**config.mk**
```make
export PLATFORM = sky130hd
export DESIGN_NAME = fetch_queue
export DESIGN_NICKNAME = d
export VERILOG_FILES = /design/src/rtl/fetch_queue_pkg.sv /design/src/rtl/fq_storage.sv /design/src/rtl/fetch_queue.sv
export SDC_FILE = /design/constraint.sdc
export NUM_CORES = 1
export LEC_CHECK = 0
export ABC_AREA = 1
export ABC_CLOCK_PERIOD_IN_PS = 9700
export BUFFER_PORTS_ARGS = -buffer_cell sky130_fd_sc_hd__buf_2
export CAP_MARGIN = 10
export CORE_AREA = 2 2 133 135
export DETAILED_ROUTE_END_ITERATION = 10
export DIE_AREA = 0 0 135 137
export PLACE_DENSITY = 0.84
export RECOVER_POWER = 25
export SETUP_SLACK_MARGIN = 0.15
export SYNTH_ARGS = -nofsm -noshare
export SYNTH_HDL_FRONTEND = slang
export SYNTH_SLANG_ARGS = --single-unit
export TNS_END_PERCENT = 5
```
**constraint.sdc**
```tcl
create_clock -name clk -period 9.7 [get_ports clk]
set_input_delay 0.485 -clock clk [delete_from_list [all_inputs] [get_ports clk]]
set_output_delay 0.485 -clock clk [all_outputs]
set_load 0.005 [all_outputs]
```
**src/rtl/fetch_queue_pkg.sv**
```systemverilog
// rtl/fetch_queue_pkg.sv - shared sizing defaults for the IF->ID fetch queue
package fetch_queue_pkg;
  localparam int FQ_WORD_WIDTH = 32;
  localparam int FQ_DEPTH      = 4;
endpackage

```
**src/rtl/fq_storage.sv**
```systemverilog
// rtl/fq_storage.sv - fetch queue entry array, one write port and one async read port
// Contents are not reset; validity is tracked entirely by the owning queue.
module fq_storage #(
  parameter int DEPTH      = 4,
  parameter int DATA_WIDTH = 64,
  parameter int ADDR_WIDTH = $clog2(DEPTH)
) (
  input  logic                  clk,
  input  logic                  wr_en,
  input  logic [ADDR_WIDTH-1:0] wr_addr,
  input  logic [DATA_WIDTH-1:0] wr_data,
  input  logic [ADDR_WIDTH-1:0] rd_addr,
  output logic [DATA_WIDTH-1:0] rd_data
);
  logic [DATA_WIDTH-1:0] mem [DEPTH];

  always_ff @(posedge clk) begin
    if (wr_en) mem[wr_addr] <= wr_data;
  end

  assign rd_data = mem[rd_addr];
endmodule

```
**src/rtl/fetch_queue.sv**
```systemverilog
// rtl/fetch_queue.sv - IF->ID decoupling FIFO of {PC, instruction} pairs with flush
// Optional same-cycle empty bypass enabled by defining FETCH_QUEUE_BYPASS_EN.
module fetch_queue
  import fetch_queue_pkg::*;
#(
  parameter int WORD_WIDTH = FQ_WORD_WIDTH,
  parameter int DEPTH      = FQ_DEPTH
) (
  input  logic                    clk,
  input  logic                    rst,
  input  logic                    flush,
  input  logic                    wr_valid,
  output logic                    wr_ready,
  input  logic [WORD_WIDTH-1:0]   wr_pc,
  input  logic [WORD_WIDTH-1:0]   wr_instr,
  output logic                    rd_valid,
  input  logic                    rd_ready,
  output logic [WORD_WIDTH-1:0]   rd_pc,
  output logic [WORD_WIDTH-1:0]   rd_instr,
  output logic [$clog2(DEPTH):0]  count
);
  localparam int PW = $clog2(DEPTH);
  localparam int CW = PW + 1;
  localparam logic [CW-1:0] FULL = CW'(DEPTH);

  logic [PW-1:0]           wr_ptr, rd_ptr;
  logic [2*WORD_WIDTH-1:0] head;
  logic                    stored_valid, bypass, push, pop, store, deq;

  assign stored_valid = (count != '0);
  assign wr_ready     = (count != FULL);

`ifdef FETCH_QUEUE_BYPASS_EN
  assign bypass = !stored_valid && wr_valid && !flush;
`else
  assign bypass = 1'b0;
`endif

  assign rd_valid = stored_valid | bypass;
  assign push     = wr_valid & wr_ready & ~flush;
  assign pop      = rd_valid & rd_ready & ~flush;
  // A bypassed entry taken by ID in the same cycle never touches the array.
  assign store    = push & ~(bypass & rd_ready);
  assign deq      = pop & ~bypass;

  always_comb begin
    rd_pc    = '0;
    rd_instr = '0;
    if (stored_valid) begin
      {rd_pc, rd_instr} = head;
    end else if (bypass) begin
      rd_pc    = wr_pc;
      rd_instr = wr_instr;
    end
  end

  always_ff @(posedge clk or negedge rst) begin
    if (!rst) begin
      wr_ptr <= '0;
      rd_ptr <= '0;
      count  <= '0;
    end else if (flush) begin
      wr_ptr <= '0;
      rd_ptr <= '0;
      count  <= '0;
    end else begin
      if (store) wr_ptr <= wr_ptr + PW'(1);
      if (deq)   rd_ptr <= rd_ptr + PW'(1);
      if (store && !deq)      count <= count + CW'(1);
      else if (deq && !store) count <= count - CW'(1);
    end
  end

  fq_storage #(
    .DEPTH     (DEPTH),
    .DATA_WIDTH(2 * WORD_WIDTH),
    .ADDR_WIDTH(PW)
  ) u_storage (
    .clk    (clk),
    .wr_en  (store),
    .wr_addr(wr_ptr),
    .wr_data({wr_pc, wr_instr}),
    .rd_addr(rd_ptr),
    .rd_data(head)
  );
endmodule

```
### Word-level counts from Yosys, hierarchy flattened

Memories as Yosys holds them, arrays and structs flattened.
Cells that the tools add are included.
Widths: inputs -> output; s select.

| word-level totals | value |
|---|---|
| register bits | 7 |
| output and inout bits | 69 |
| input bits | 69 |
| RAM bits | 256 |
| word-level logic and storage cells | 33 |
| memories kept | 1 |

| cells by class | value |
|---|---|
| bitwise gates (word level) | 5 |
| equality and inequality tests | 1 |
| muxes and demuxes | 11 |
| add/subtract/negate cells | 4 |
| reductions and logical operators | 8 |

Memories:

| name | depth | width | rd ports | clocked after memory_dff | write ports | line | text |
|---|---|---|---|---|---|---|---|
| u_storage.mem | 4 | 64 | 1 | 0 | 1 | fq_storage.sv:15 | `logic [DATA_WIDTH-1:0] mem [DEPTH];` |

Operator list:

| cell | number |
|---|---|
| $mux 32 | 2 |
| $mux 3 | 3 |
| $mux 2 | 4 |
| $reduce_bool 3->1 | 2 |
| $add 2x1->2 const B | 2 |
| $and 1x1->1 | 4 |
| $reduce_bool 2->1 | 2 |
| $add 3x1->3 const B | 1 |
| $ne 3x3->1 const B | 1 |
| $sub 3x1->3 const B | 1 |
| $logic_and 1x1->1 | 2 |
| $logic_not 1->1 | 2 |
| $mux 1 | 2 |
| $not 1->1 | 1 |

### Longest topological paths before layout

| depth | value |
|---|---|
| word-level depth | 8 |
| mapped depth | 11 |
| gate-level depth less buffers | 11 |

### Cells and area by module

Synthesis repeated with hierarchy kept, for this count alone.

| second synthesis, totals | value |
|---|---|
| cells, all modules | 1199 |
| area, all modules | 11728.7 um2 |

By module, submodules not included:

| module | area an instance (um2) | seq. area each (um2) | cells an instance | instances |
|---|---|---|---|---|
| fq_storage | 10761.6 | 7687.4 | 1010 | 1 |
| fetch_queue | 967.2 | 175.2 | 189 | 1 |

### Worst setup path before layout

No wires, ideal clock.

| path | value |
|---|---|
| path kind | input port to flip-flop |
| from | input port wr_valid |
| to | memory u_storage.mem[0][0], enable pin |
| arrival | 3.462 ns |
| path buffers | 0 |
| setup time | 0.486 ns |
| slack | 5.751 ns |
| data required time | 9.214 ns |
| stages on the path | 4 |
| cell sequence | inv_1 > a21oi_1 > nand2_1 > nor2_1 |

| on the way | value |
|---|---|
| word-level cells in the longest chain between the ends | 4 |

Ends and longest elaborated chain:

| item | line | text |
|---|---|---|
| from (decl) | fetch_queue.sv:12 | `input logic wr_valid,` |
| $and 1x1->1 (2 in a row) | fetch_queue.sv:40 | `assign push = wr_valid & wr_ready & ~flush;` |
| $mux 1 | fq_storage.sv:18 | `if (wr_en) mem[wr_addr] <= wr_data;` |
| $mux 1 (not written as such) | fq_storage.sv:18 |  |
| to (decl) | fq_storage.sv:15 |  |

Every way passes these cells.

### Worst setup path after layout

| path | value |
|---|---|
| from | register rd_ptr[0] |
| to | output port rd_pc[5] |

| on the way | value |
|---|---|
| word-level cells in the longest chain between the ends | 2 |

Ends and longest elaborated chain:

| item | line | text |
|---|---|---|
| from (decl) | fetch_queue.sv:26 | `logic [PW-1:0] wr_ptr, rd_ptr;` |
| from (signal assigned) | fetch_queue.sv:68 | `if (deq) rd_ptr <= rd_ptr + PW'(1);` |
| $mem_v2 4x64 | - |  |
| $mux 32 | fetch_queue.sv:49 | `if (stored_valid) begin` |
| to (decl) | fetch_queue.sv:18 | `output logic [WORD_WIDTH-1:0] rd_pc,` |

Every way passes these cells.

==> impl_metrics.csv <==
group,metric,value,unit
worst_setup_path,cp.required,9220,ps
placed_design,place_area,0.0112,mm^2
detailed_routing,totalWireLength,21100,um
clock_network,cts_setup_buffers,0,
sta,timing.fmax,0.270,GHz
detailed_routing,drt_iter0_markers,533,
clock_network,h-tree-depth,1,
worst_setup_path,ff2ff_setup_slack,7240,ps
power_and_ir_drop,ir_drop,0.000182,V
sta,fin_worst_skew,9.54,ps
power_and_ir_drop,p_comb_share,26.4,%
synthesis,yosys.area.top_type,"edfxtp_1",
synthesis,synthMuxAreaShare,0,%
worst_setup_path,path_max_fanout,65,
worst_setup_path,cp-end-kind,"primary output",
power_and_ir_drop,power_density,260,mW/mm^2
cells_and_area,drive_gt1_share,15.2,%
worst_setup_path,path_cells,"clkinv_2 -> buf_4 -> o21ai_0 -> a21oi_1 -> buf_2",
job,maxCapViolCount,0,
sta,fin_ws,5990,ps
worst_setup_path,startpoint_type,"register",
detailed_routing,drt-pass1-iter-count,5,
detailed_routing,vias,6591,
power_and_ir_drop,power.internal,2130,uW
clock_network,cts_made_buffers,25,
floorplan,rows,48,
synthesis,synth.avg_cell_area,12.6,um^2
floorplan,fp.dieW,135,um
detailed_routing,drcViolationCount,0,
detailed_routing,wl_per_cell,17.7,um
synthesis,synth_compound_area_share,9.66,%
floorplan,core,0.0171,mm^2
sta,slew_headroom,35.5,%
power_and_ir_drop,netSwitchingFraction,31.0,%
status,run_status,"complete, no violations",
sta,tightest_slew,968,ps
global_routing,grt_pass1_wl,32300,um
min_path,hold_path.class,"primary input to register",
sta,finalSetupTns,0,ps
sta,min_period,3710,ps
synthesis,yosys_warnings,0,
cells_and_area,design_area,0.0119,mm^2
clock_network,clkTransAtPathRegs,60,ps
global_routing,grt_remaining_overflow,0,
floorplan,io-pin-count,138,
worst_setup_path,critical_path_class,"register to primary output",
synthesis,synthAdderAreaFrac,0.676,%
power_and_ir_drop,p_sw,960,uW
floorplan,die_h,137,um
synthesis,ys_types,21,
detailed_routing,ant_nets,0,
power_and_ir_drop,power_leakage,0.00425,uW
clock_network,clock_latency,520,ps
global_routing,grt_use_total,22.7,%
placed_design,gp_congestion,0.796,
clock_network,cts_tree,"done",
clock_network,cts_max_path_buffers,3,
clock_network,cts-root-buf,"clkbuf_16",
synthesis,ys_seq_elements,263,
global_routing,grt_pass1_vias,6347,
synthesis,synth_top_area_share,74.2,%
synthesis,syn-instance-count,822,
placed_design,hpwlAfterDp,11200,um
floorplan,start_util,60.7,%
global_routing,grt_max_degree,86,
cells_and_area,area_growth,14.8,%
cells_and_area,fillCellCount,1179,
sta,finalCritPeriodShare,38.2,%
clock_network,cts.sinks,263,
sta,finalHoldViolations,0,
cells_and_area,fin_nets,1022,
worst_setup_path,critPathSlowestCell,"dfrtp_4",
global_routing,antenna_found_initial,1,
synthesis,synth_top_family_by_area,"simple AND/OR/NAND/NOR gates",
placed_design,post-place-ws,6550,ps
synthesis,synth_xor_area_share,0.0846,%
detailed_routing,vias_per_cell,5.53,
floorplan,dieArea,0.0185,mm^2
synthesis,yosysSeqAreaShare,75.9,%
synthesis,syn-cell-area,0.0104,mm^2
cells_and_area,layout_common_cells,"nor2_1 (258), edfxtp_1 (256), o21ai_0 (128), buf_2 (94), a21oi_1 (68)",
worst_setup_path,crit_path_max_incr_delay,750,ps
synthesis,synthTopCellsByArea,"edfxtp_1 (74%), nor2_1 (9.5%), o21ai_0 (6.2%), a21oi_1 (3.3%), dfrtp_1 (1.7%)",
sta,setup_violations,0,
power_and_ir_drop,pwr-share-seq,44.1,%
placed_design,numPortBuffers,137,
cells_and_area,final_common_cell,"nor2_1",
cells_and_area,num_antenna_cells,0,
worst_setup_path,crit_arrival,3220,ps
synthesis,yosys.area_share.simple,10.6,%
power_and_ir_drop,clockPowerShare,29.5,%
synthesis,syn-num-nets,896,
sta,drv_slew,0,
sta,rsz0062_at_grt,"false",
repair_timing:
| action | 4_1_cts | 5_1_grt |
|---|---|---|
| gates resized for setup | 0 | 0 |
| hold buffers | 1 | 0 |
| endpoints found under the hold margin | 7 | 0 |
kinds of logic (layout without fill, tap and decap cells):
group | Yosys count | in the layout
AND/OR/NAND/NOR | 288 | 288
flip-flops | 263 | 263
AO/OA/AOI/OAI | 200 | 200
buffers and inverters | 65 | 209
adder cells (fa/ha/maj) | 5 | 5
XOR/XNOR | 1 | 1
power groups by stage:
stage / clock network [uW] / registers (uW) / logic [uW]
floorplan: 0 / 1370 / 513
global placement: 0 / 1380 / 804
detailed placement: 0 / 1390 / 822
CTS: 926 / 1370 / 831
global route: 974 / 1370 / 913
finish: 912 / 1370 / 817
worst paths after layout:
check | cells after the start | end | from
max in group asynchronous | 2 | rd_ptr[0] | rst
max | 5 | rd_pc[5] | rd_ptr[0]
min | 1 | u_storage.mem[2][13] | wr_instr[13]
min reg2reg | 2 | count[0] | count[0]
max reg2reg | 3 | rd_ptr[0] | rd_ptr[0]
min in group asynchronous | 2 | count[0] | rst
routing by layer:
| layer | GRT usage (%) | up-vias | share of wire (%) | wire length, um |
|---|---|---|---|---|
| met5 | 0 | - | 0.062 | 13 |
| met4 | 8.62 | 2 | 2.4 | 508 |
| met3 | 4.11 | 45 | 7.4 | 1570 |
| met2 | 38.9 | 255 | 50 | 10600 |
| met1 | 29.3 | 3144 | 40 | 8440 |
| li1 | - | 3145 | - | - |
sequential cells by signal, indices dropped and copies added, names as in the netlist:
| signal | flops |
|---|---|
| wr_ptr | 2 |
| count | 3 |
| u_storage.mem | 256 |
| rd_ptr | 2 |
cell type report:
| cell class | instances | area, um^2 | area share, % |
|---|---|---|---|
| Sequential cell | 263 | 7870 | 66.1 |
| Multi-Input combinational cell | 494 | 2200 | 18.5 |
| Timing Repair Buffer | 147 | 709 | 5.96 |
| Clock buffer | 30 | 644 | 5.42 |
| Tap cell | 225 | 282 | 2.37 |
| Clock inverter | 15 | 123 | 1.03 |
| Inverter | 17 | 65.1 | 0.547 |
cell usage after synthesis, drive strengths merged:
| master | count |
|---|---|
| a21oi | 68 |
| buf | 32 |
| clkbuf | 16 |
| dfrtp | 7 |
| edfxtp | 256 |
| fa | 1 |
| ha | 4 |
| inv | 17 |
| nand2 | 23 |
| nand3 | 1 |
| nand3b | 1 |
| nor2 | 263 |
| o21ai | 132 |
| xor2 | 1 |
per-stage QoR:
| step | total power, uW | std cells | hold WS [ps] | utilization (%) |
|---|---|---|---|---|
| after floorplan | 1880 | 822 | 189 | - |
| after global placement | 2190 | 1145 | 335 | 65.5 |
| after detailed placement | 2210 | 1145 | 334 | 65.5 |
| after CTS | 3120 | 1191 | 157 | 70.0 |
| after global routing | 3260 | 1191 | 186 | 69.7 |
| final | 3090 | 1191 | 189 | 69.7 |
critical path: cells and delay by family (launching register included):
kind	cells	cell delay, ps
compound gates	2	400
buf+inv	3	1480
flops	1	750
(Power assumes the default switching activity.)
